==> config.mk <==
export PLATFORM = sky130hd
export DESIGN_NAME = uart_rx_sipo
export DESIGN_NICKNAME = d
export VERILOG_FILES = /design/src/rtl/uart_pkg.sv /design/src/rtl/uart_rx_sync.sv /design/src/rtl/uart_rx_sipo.sv
export SDC_FILE = /design/constraint.sdc
export NUM_CORES = 1
export LEC_CHECK = 0
export BUFFER_PORTS_ARGS = -buffer_cell sky130_fd_sc_hd__buf_2
export CORE_MARGIN = 3
export CORE_UTILIZATION = 60
export DETAILED_ROUTE_END_ITERATION = 8
export PLACE_DENSITY = 0.81
export RECOVER_POWER = 50
export SLEW_MARGIN = 20
export SYNTH_ARGS = -nofsm -noshare
export SYNTH_HDL_FRONTEND = slang
export SYNTH_HIERARCHICAL = 1
export SYNTH_SLANG_ARGS = --single-unit
==> constraint.sdc <==
create_clock -name baud_clock -period 3.35 [get_ports baud_clock]
set_input_delay 0.335 -clock baud_clock [delete_from_list [all_inputs] [get_ports baud_clock]]
set_output_delay 0.335 -clock baud_clock [all_outputs]
set_load 0.05 [all_outputs]
==> src/rtl/uart_pkg.sv <==
// Shared UART definitions: frame layout, line levels and receiver state encoding.
// Used by both the receiver and the transmitter.
package uart_pkg;

  localparam int unsigned UART_DATA_BITS = 8;

  // Bit positions within an 11-bit frame (start, 8 data LSB first, parity, stop)
  localparam int unsigned FRAME_START_POS  = 0;
  localparam int unsigned FRAME_DATA_POS   = 1;
  localparam int unsigned FRAME_PARITY_POS = 9;
  localparam int unsigned FRAME_STOP_POS   = 10;
  localparam int unsigned FRAME_BITS       = 11;

  localparam logic IDLE_LEVEL = 1'b1;

  typedef enum logic [2:0] {
    StIdle,
    StStart,
    StData,
    StParity,
    StStop,
    StBreakWait
  } rx_state_e;

  // Parity bit a transmitter appends so the frame has the requested parity
  function automatic logic parity_bit(logic [UART_DATA_BITS-1:0] data, logic odd);
    return (^data) ^ odd;
  endfunction

endpackage

==> src/rtl/uart_rx_sync.sv <==
// Two-flop synchronizer for the asynchronous serial line plus a falling-edge
// detector on the synchronized value.
module uart_rx_sync
  import uart_pkg::*;
(
  input  logic baud_clock,
  input  logic reset_n,
  input  logic serial_in,
  output logic s_in,
  output logic fall_edge
);

  logic sync1_q, sync1_d;
  logic sync2_q, sync2_d;
  logic prev_q, prev_d;

  always_comb begin
    sync1_d = serial_in;
    sync2_d = sync1_q;
    prev_d  = sync2_q;
  end

  // Resetting to the idle level keeps a reset release from looking like a start edge
  always_ff @(posedge baud_clock or negedge reset_n) begin
    if (!reset_n) begin
      sync1_q <= IDLE_LEVEL;
      sync2_q <= IDLE_LEVEL;
      prev_q  <= IDLE_LEVEL;
    end else begin
      sync1_q <= sync1_d;
      sync2_q <= sync2_d;
      prev_q  <= prev_d;
    end
  end

  assign s_in      = sync2_q;
  assign fall_edge = prev_q & ~sync2_q;

endmodule

==> src/rtl/uart_rx_sipo.sv <==
// Oversampling UART receiver: validates the start bit, samples each bit mid-period,
// checks parity/stop and holds the byte on a valid/ack handshake with sticky errors.
module uart_rx_sipo
  import uart_pkg::*;
#(
  parameter int unsigned OVERSAMPLE = 16,
  parameter bit          PARITY_EN  = 1'b1,
  parameter bit          PARITY_ODD = 1'b0
) (
  input  logic                      baud_clock,
  input  logic                      reset_n,
  input  logic                      serial_in,
  input  logic                      rx_ack,
  output logic [UART_DATA_BITS-1:0] rx_data,
  output logic                      rx_valid,
  output logic                      is_receiving,
  output logic                      parity_error,
  output logic                      framing_error,
  output logic                      overrun_error
);

  localparam int unsigned CntW = $clog2(OVERSAMPLE);
  localparam int unsigned BitW = $clog2(UART_DATA_BITS);
  localparam logic [CntW-1:0] CntHalf = CntW'(OVERSAMPLE / 2 - 1);
  localparam logic [CntW-1:0] CntLast = CntW'(OVERSAMPLE - 1);
  localparam logic [BitW-1:0] BitLast = BitW'(UART_DATA_BITS - 1);

  if ((OVERSAMPLE < 4) || ((OVERSAMPLE % 2) != 0)) begin : g_bad_oversample
    $error("OVERSAMPLE must be even and at least 4");
  end

  logic s_in;
  logic fall_edge;

  uart_rx_sync u_sync (
    .baud_clock (baud_clock),
    .reset_n    (reset_n),
    .serial_in  (serial_in),
    .s_in       (s_in),
    .fall_edge  (fall_edge)
  );

  rx_state_e state_q, state_d;

  logic [CntW-1:0]           cnt_q, cnt_d;
  logic [BitW-1:0]           bit_cnt_q, bit_cnt_d;
  logic [UART_DATA_BITS-1:0] shift_q, shift_d;
  logic                      p_rx_q, p_rx_d;
  logic [UART_DATA_BITS-1:0] rx_data_q, rx_data_d;
  logic                      rx_valid_q, rx_valid_d;
  logic                      parity_error_q, parity_error_d;
  logic                      framing_error_q, framing_error_d;
  logic                      overrun_error_q, overrun_error_d;

  logic sample_tick;
  logic frame_done;
  logic ack_take;

  // FSM state register
  always_ff @(posedge baud_clock or negedge reset_n) begin
    if (!reset_n) begin
      state_q <= StIdle;
    end else begin
      state_q <= state_d;
    end
  end

  // FSM next state
  always_comb begin
    state_d = state_q;
    case (state_q)
      StIdle: begin
        if (fall_edge) state_d = StStart;
      end
      StStart: begin
        if (sample_tick) state_d = s_in ? StIdle : StData;
      end
      StData: begin
        if (sample_tick && (bit_cnt_q == BitLast)) begin
          state_d = PARITY_EN ? StParity : StStop;
        end
      end
      StParity: begin
        if (sample_tick) state_d = StStop;
      end
      StStop: begin
        // A low stop bit may be a line break; wait for idle before hunting again
        if (sample_tick) state_d = s_in ? StIdle : StBreakWait;
      end
      StBreakWait: begin
        if (s_in) state_d = StIdle;
      end
      default: state_d = StIdle;
    endcase
  end

  // FSM outputs
  always_comb begin
    sample_tick  = 1'b0;
    is_receiving = 1'b0;
    frame_done   = 1'b0;
    case (state_q)
      StStart: begin
        sample_tick = (cnt_q == CntHalf);
      end
      StData, StParity: begin
        sample_tick  = (cnt_q == CntLast);
        is_receiving = 1'b1;
      end
      StStop: begin
        sample_tick  = (cnt_q == CntLast);
        is_receiving = 1'b1;
        frame_done   = sample_tick;
      end
      default: ;
    endcase
  end

  // Sample counter, bit counter and shift register
  always_comb begin
    cnt_d     = '0;
    bit_cnt_d = bit_cnt_q;
    shift_d   = shift_q;
    p_rx_d    = p_rx_q;
    case (state_q)
      StStart, StData, StParity, StStop: begin
        cnt_d = sample_tick ? '0 : cnt_q + 1'b1;
      end
      default: ;
    endcase
    if (sample_tick) begin
      case (state_q)
        StStart:  bit_cnt_d = '0;
        StData: begin
          bit_cnt_d = bit_cnt_q + 1'b1;
          shift_d   = {s_in, shift_q[UART_DATA_BITS-1:1]};
        end
        StParity: p_rx_d = s_in;
        default: ;
      endcase
    end
  end

  // Handshake: an ack is applied before a frame completing in the same cycle
  always_comb begin
    ack_take        = rx_ack & rx_valid_q;
    rx_data_d       = rx_data_q;
    rx_valid_d      = rx_valid_q;
    parity_error_d  = parity_error_q;
    framing_error_d = framing_error_q;
    overrun_error_d = overrun_error_q;
    if (ack_take) begin
      rx_valid_d      = 1'b0;
      parity_error_d  = 1'b0;
      framing_error_d = 1'b0;
      overrun_error_d = 1'b0;
    end
    if (frame_done) begin
      if (rx_valid_d) begin
        overrun_error_d = 1'b1;
      end else begin
        rx_data_d       = shift_q;
        rx_valid_d      = 1'b1;
        parity_error_d  = PARITY_EN & (p_rx_q != parity_bit(shift_q, PARITY_ODD));
        framing_error_d = ~s_in;
      end
    end
  end

  always_ff @(posedge baud_clock or negedge reset_n) begin
    if (!reset_n) begin
      cnt_q           <= '0;
      bit_cnt_q       <= '0;
      shift_q         <= '0;
      p_rx_q          <= 1'b0;
      rx_data_q       <= '0;
      rx_valid_q      <= 1'b0;
      parity_error_q  <= 1'b0;
      framing_error_q <= 1'b0;
      overrun_error_q <= 1'b0;
    end else begin
      cnt_q           <= cnt_d;
      bit_cnt_q       <= bit_cnt_d;
      shift_q         <= shift_d;
      p_rx_q          <= p_rx_d;
      rx_data_q       <= rx_data_d;
      rx_valid_q      <= rx_valid_d;
      parity_error_q  <= parity_error_d;
      framing_error_q <= framing_error_d;
      overrun_error_q <= overrun_error_d;
    end
  end

  assign rx_data       = rx_data_q;
  assign rx_valid      = rx_valid_q;
  assign parity_error  = parity_error_q;
  assign framing_error = framing_error_q;
  assign overrun_error = overrun_error_q;

endmodule

==> flow_summary.html <==
<table>
<tr><th>Metric</th><th>Value</th></tr>
<tr><th colspan="2">Synth</th></tr>
<tr><td>Dominant cell type by area after synthesis</td><td>sky130_fd_sc_hd__dfrtp_1</td></tr>
<tr><td>Mean Syn Cell Area</td><td>about 13 µm²</td></tr>
<tr><td>Largest cells by area after synthesis</td><td>sky130_fd_sc_hd__dfrtp_1 (47%), sky130_fd_sc_hd__mux2_2 (10%), sky130_fd_sc_hd__dfstp_2 (4.8%)</td></tr>
<tr><td>Number of flops mapped to enable cells by yosys</td><td>0</td></tr>
<tr><td>Part of the Yosys area used for sequential elements</td><td>51.7%</td></tr>
<tr><td>Top_reg_cell synth</td><td>sky130_fd_sc_hd__dfrtp_1</td></tr>
<tr><td>Proportion of register bits with asynchronous set or reset after synthesis</td><td>100%</td></tr>
<tr><td>Cell with the most instances after synthesis</td><td>sky130_fd_sc_hd__dfrtp_1</td></tr>
<tr><td>Synthesized flop and latch total</td><td>34</td></tr>
<tr><td>Syn_nets</td><td>131</td></tr>
<tr><td>Top post-synthesis cells by count</td><td>sky130_fd_sc_hd__dfrtp_1 (31), sky130_fd_sc_hd__mux2_2 (15), sky130_fd_sc_hd__nor2_1 (8), sky130_fd_sc_hd__nand2_1 (4)</td></tr>
<tr><td>Synth warn</td><td>6</td></tr>
<tr><td>Top-area cell type share of the netlist area</td><td>a little under half</td></tr>
<tr><td>Syn Inst Count</td><td>roughly 120</td></tr>
<tr><td>Post-Synthesis Cell Area</td><td>~1700 µm²</td></tr>
<tr><td>Cell variety after synth</td><td>44</td></tr>
<tr><th colspan="2">Final layout</th></tr>
<tr><td>Antenna cell count</td><td>0</td></tr>
<tr><td>Proportion of layout cells with a drive suffix above 1</td><td>31.7%</td></tr>
<tr><td>Area added between synthesis and finish</td><td>8.93%</td></tr>
<tr><td>Summed area of non-filler cells in the final layout</td><td>1800 µm²</td></tr>
<tr><td>Final Net Count</td><td>~150</td></tr>
<tr><td>Number of filler instances in the final layout</td><td>~180</td></tr>
<tr><th colspan="2">Power and ir drop</th></tr>
<tr><td>Cell Pwr Density</td><td>approximately 430 nW/µm²</td></tr>
<tr><td>Total leakage power</td><td>between 0.9 and 1 nW</td></tr>
<tr><td>Final Power</td><td>between 0.7 and 0.8 mW</td></tr>
<tr><td>Peak ir drop on the vdd network</td><td>roughly 380 µV</td></tr>
<tr><th colspan="2">STA</th></tr>
<tr><td>Total setup violations reported at the end of the flow</td><td>0</td></tr>
<tr><td>Transition time of the tightest slew-check pin</td><td>around 1700 ps</td></tr>
<tr><td>Final TNS setup</td><td>0 ps</td></tr>
<tr><td>Remaining max-slew budget at the tightest pin</td><td>-14.3%</td></tr>
<tr><td>Hold Vio Cnt, Final</td><td>0</td></tr>
<tr><td>Crit share post-route</td><td>about three fifths</td></tr>
<tr><td>Post-layout minimum cycle time</td><td>between 2000 and 2500 ps</td></tr>
<tr><td>Number of max-slew violations in the final report</td><td>35</td></tr>
<tr><td>Maximum clock skew at final layout</td><td>12.5 ps</td></tr>
<tr><td>Highest attainable clock frequency</td><td>between 400 and 500 MHz</td></tr>
<tr><td>RSZ-0062 raised after global routing</td><td>false</td></tr>
<tr><td>Fin Hold WS</td><td>85.5 ps</td></tr>
<tr><th colspan="2">Floorplan</th></tr>
<tr><td>Die Y-Extent</td><td>slightly below 60 µm</td></tr>
<tr><td>Overall die area</td><td>3420 µm²</td></tr>
<tr><td>Die outline width</td><td>about 60 µm</td></tr>
<tr><td>Number of placed I/O pins</td><td>17</td></tr>
<tr><td>Starting density of the core</td><td>roughly two thirds</td></tr>
<tr><td>Floorplan row count</td><td>18</td></tr>
<tr><td>Core outline area</td><td>around 2500 µm²</td></tr>
<tr><th colspan="2">Clock tree</th></tr>
<tr><td>CTS H-tree depth</td><td>2</td></tr>
<tr><td>Post-CTS Setup Bufs</td><td>0</td></tr>
<tr><td>Worst-path clk slew</td><td>around 110 ps</td></tr>
<tr><td>Number of clock sinks</td><td>34</td></tr>
<tr><td>Number of buffers created by CTS</td><td>5</td></tr>
<tr><td>Clock tree from TritonCTS</td><td>yes</td></tr>
<tr><td>Post-cts gate resize count</td><td>0</td></tr>
<tr><td>Hold Buf Count CTS</td><td>0</td></tr>
<tr><td>Buffer type at the clock tree root</td><td>sky130_fd_sc_hd__clkbuf_4</td></tr>
<tr><td>Clock latency of the later-clocked register in the worst-skew pair</td><td>about 340 ps</td></tr>
<tr><td>Maximum count of clock buffers along a single path</td><td>2</td></tr>
<tr><th colspan="2">Job</th></tr>
<tr><td>Count of maximum capacitance violations</td><td>1</td></tr>
<tr><th colspan="2">Route</th></tr>
<tr><td>Wirelength per Cell</td><td>around 15 µm</td></tr>
<tr><td>Post-detailed-route count of antenna-violating nets</td><td>0</td></tr>
<tr><td>Via density per instance</td><td>between 5 and 6</td></tr>
<tr><td>DRC Markers</td><td>0</td></tr>
<tr><td>Detailed Routing Iterations Pass 1</td><td>4</td></tr>
<tr><td>Via total after detailed routing</td><td>1018</td></tr>
<tr><td>Number of design-rule violations left by the first detailed-router iteration</td><td>29</td></tr>
<tr><td>Total length of routed wires</td><td>between 2000 and 3000 µm</td></tr>
<tr><th colspan="2">Worst setup path</th></tr>
<tr><td>Count of buffering cells on the critical path with inverters included</td><td>0</td></tr>
<tr><td>Critical path endpoint category</td><td>flip-flop</td></tr>
<tr><td>Worst Path Max Fanout</td><td>11</td></tr>
<tr><td>Required time at the endpoint of the critical path</td><td>3580 ps</td></tr>
<tr><td>Highest-delay cell along the critical path</td><td>sky130_fd_sc_hd__nor2_1</td></tr>
<tr><td>Cells along the critical path</td><td>ha_1 &gt; nand4b_4 &gt; nor2_1 &gt; mux2_2</td></tr>
<tr><td>Kind of critical path</td><td>flip-flop to flip-flop</td></tr>
<tr><td>Top cell family by delay on the critical path</td><td>simple AND/OR/NAND/NOR gates</td></tr>
<tr><td>Maximum single-stage delay on the critical path</td><td>~650 ps</td></tr>
<tr><td>Startpoint class of the critical path</td><td>flip-flop</td></tr>
<tr><td>Endpoint arrival time on the critical path</td><td>between 2000 and 2500 ps</td></tr>
<tr><th colspan="2">GRT</th></tr>
<tr><td>Via count of the first global-routing pass</td><td>~960</td></tr>
<tr><td>Antenna violations before repair</td><td>0</td></tr>
<tr><td>Pin count of the biggest net entering global routing</td><td>35</td></tr>
<tr><td>All-Layer GR Usage</td><td>approximately 18%</td></tr>
<tr><td>Global-route wire length before repair</td><td>approximately 4400 µm</td></tr>
<tr><td>Total overflow reported by the global router</td><td>0</td></tr>
<tr><th colspan="2">Placed design</th></tr>
<tr><td>Global placer's final weighted congestion</td><td>a little under 0.8</td></tr>
<tr><td>Detailed placement HPWL</td><td>between 1500 and 2000 µm</td></tr>
<tr><td>Total placed instance area</td><td>around 1700 µm²</td></tr>
<tr><td>Count of input and output buffers</td><td>16</td></tr>
<tr><th colspan="2">Min path</th></tr>
<tr><td>Hold Crit Class</td><td>input pin to flip-flop</td></tr>
<tr><th colspan="2">Status</th></tr>
<tr><td>Run status</td><td>finished with violations</td></tr>
<tr><td>Violated checks</td><td>max-capacitance violations, max-slew violations</td></tr>
</table>
power breakdown:
part           internal [mW]  leakage (nW)  total, mW  switching [mW]
clock network          0.157        0.0374      0.304           0.148
registers              0.419         0.460      0.428         0.00867
logic                 0.0139         0.424     0.0397          0.0258
total                  0.589         0.922      0.772           0.182
through the flow:
stage	setup WS [ps]	util [%]	instances
finish	1340	70.7	172
global route	1160	70.7	172
global placement	1420	67.7	164
detailed placement	1340	67.7	164
floorplan	1180	-	124
CTS	1340	70.9	172
kinds of logic after synthesis:
kind of cell	after synthesis	synth area share, %
muxes	22	15.0
DFF	34	51.7
and+or+nand+nor	30	12.6
xor gates and xnor gates	9	7.34
adders and majority gates	3	2.27
AOI/OAI and AO/OA	17	7.57
buffers and inverters	9	3.56
cells in the final DEF, fill, tap and decap left out, types with 2 or more instances in the layout:
| master | Yosys | final |
|---|---|---|
| sky130_fd_sc_hd__dfrtp_1 | 31 | 31 |
| sky130_fd_sc_hd__mux2_2 | 15 | 15 |
| sky130_fd_sc_hd__buf_2 | 2 | 12 |
| sky130_fd_sc_hd__nor2_1 | 8 | 8 |
| sky130_fd_sc_hd__clkbuf_4 | 0 | 5 |
| sky130_fd_sc_hd__nand2_1 | 4 | 4 |
| sky130_fd_sc_hd__clkbuf_1 | 0 | 4 |
| sky130_fd_sc_hd__o21ai_0 | 3 | 3 |
| sky130_fd_sc_hd__xor2_1 | 3 | 3 |
| sky130_fd_sc_hd__xnor2_1 | 3 | 3 |
| sky130_fd_sc_hd__inv_1 | 3 | 3 |
| sky130_fd_sc_hd__a22o_1 | 3 | 3 |
| sky130_fd_sc_hd__mux2i_1 | 3 | 3 |
| sky130_fd_sc_hd__mux2_1 | 3 | 3 |
| sky130_fd_sc_hd__ha_1 | 3 | 3 |
| sky130_fd_sc_hd__a21oi_1 | 2 | 2 |
| sky130_fd_sc_hd__nor2b_1 | 2 | 2 |
| sky130_fd_sc_hd__nor3_1 | 2 | 2 |
| sky130_fd_sc_hd__xnor3_1 | 2 | 2 |
| sky130_fd_sc_hd__nor4_1 | 2 | 2 |
| sky130_fd_sc_hd__clkinvlp_4 | 0 | 2 |
| sky130_fd_sc_hd__dfstp_2 | 3 | 2 |
routing by layer:
metal  GRT usage [%]  vias up  wire length (µm)
li1                -      476                 -
met1            21.8      510              1150
met2            27.1       22              1250
met3            6.80       10               123
met4            9.27        0                72
met5               0        -                 0
worst register-to-register path, cell delays in order, from the launching register on:
cell	delay, ps
sky130_fd_sc_hd__dfrtp_1	390
sky130_fd_sc_hd__ha_1	290
sky130_fd_sc_hd__nand4b_4	170
sky130_fd_sc_hd__nor2_1	650
sky130_fd_sc_hd__mux2_2	410
final timing paths:
path                                 from        endpoint  slack, ps  cells after the start
min in group asynchronous         reset_n    parity_error        420                      1
setup reg to reg                 cnt_q[0]      shift_q[7]       1340                      4
hold / removal                  serial_in  u_sync/sync1_q         90                      1
setup / recovery                 cnt_q[0]      shift_q[7]       1340                      4
hold reg to reg            u_sync/sync1_q     u_sync/s_in        370                      0
max in group asynchronous         reset_n      shift_q[7]       1940                      1
flip-flops by register name, indices dropped and copies added (netlist names):
signal and cells:
bit_cnt_q 3, state_q 3, overrun_error 1, u_sync/s_in 1, rx_valid 1, parity_error 1, u_sync/sync1_q 1, u_sync/prev_q 1
p_rx_q 1, shift_q 8, rx_data 8, cnt_q 4, framing_error 1
area by class of cell:
cell class	count	area (µm²)	share of cell area, %
repair buffers	16	75.1	4.17
clock inverters	3	45.0	2.50
well taps	30	37.5	2.08
clock buffers	5	37.5	2.08
inverters	3	11.3	0.625
flip-flops and latches	34	855	47.5
multi-input cells	81	739	41.1
Power figures use the tool's default switching activity.
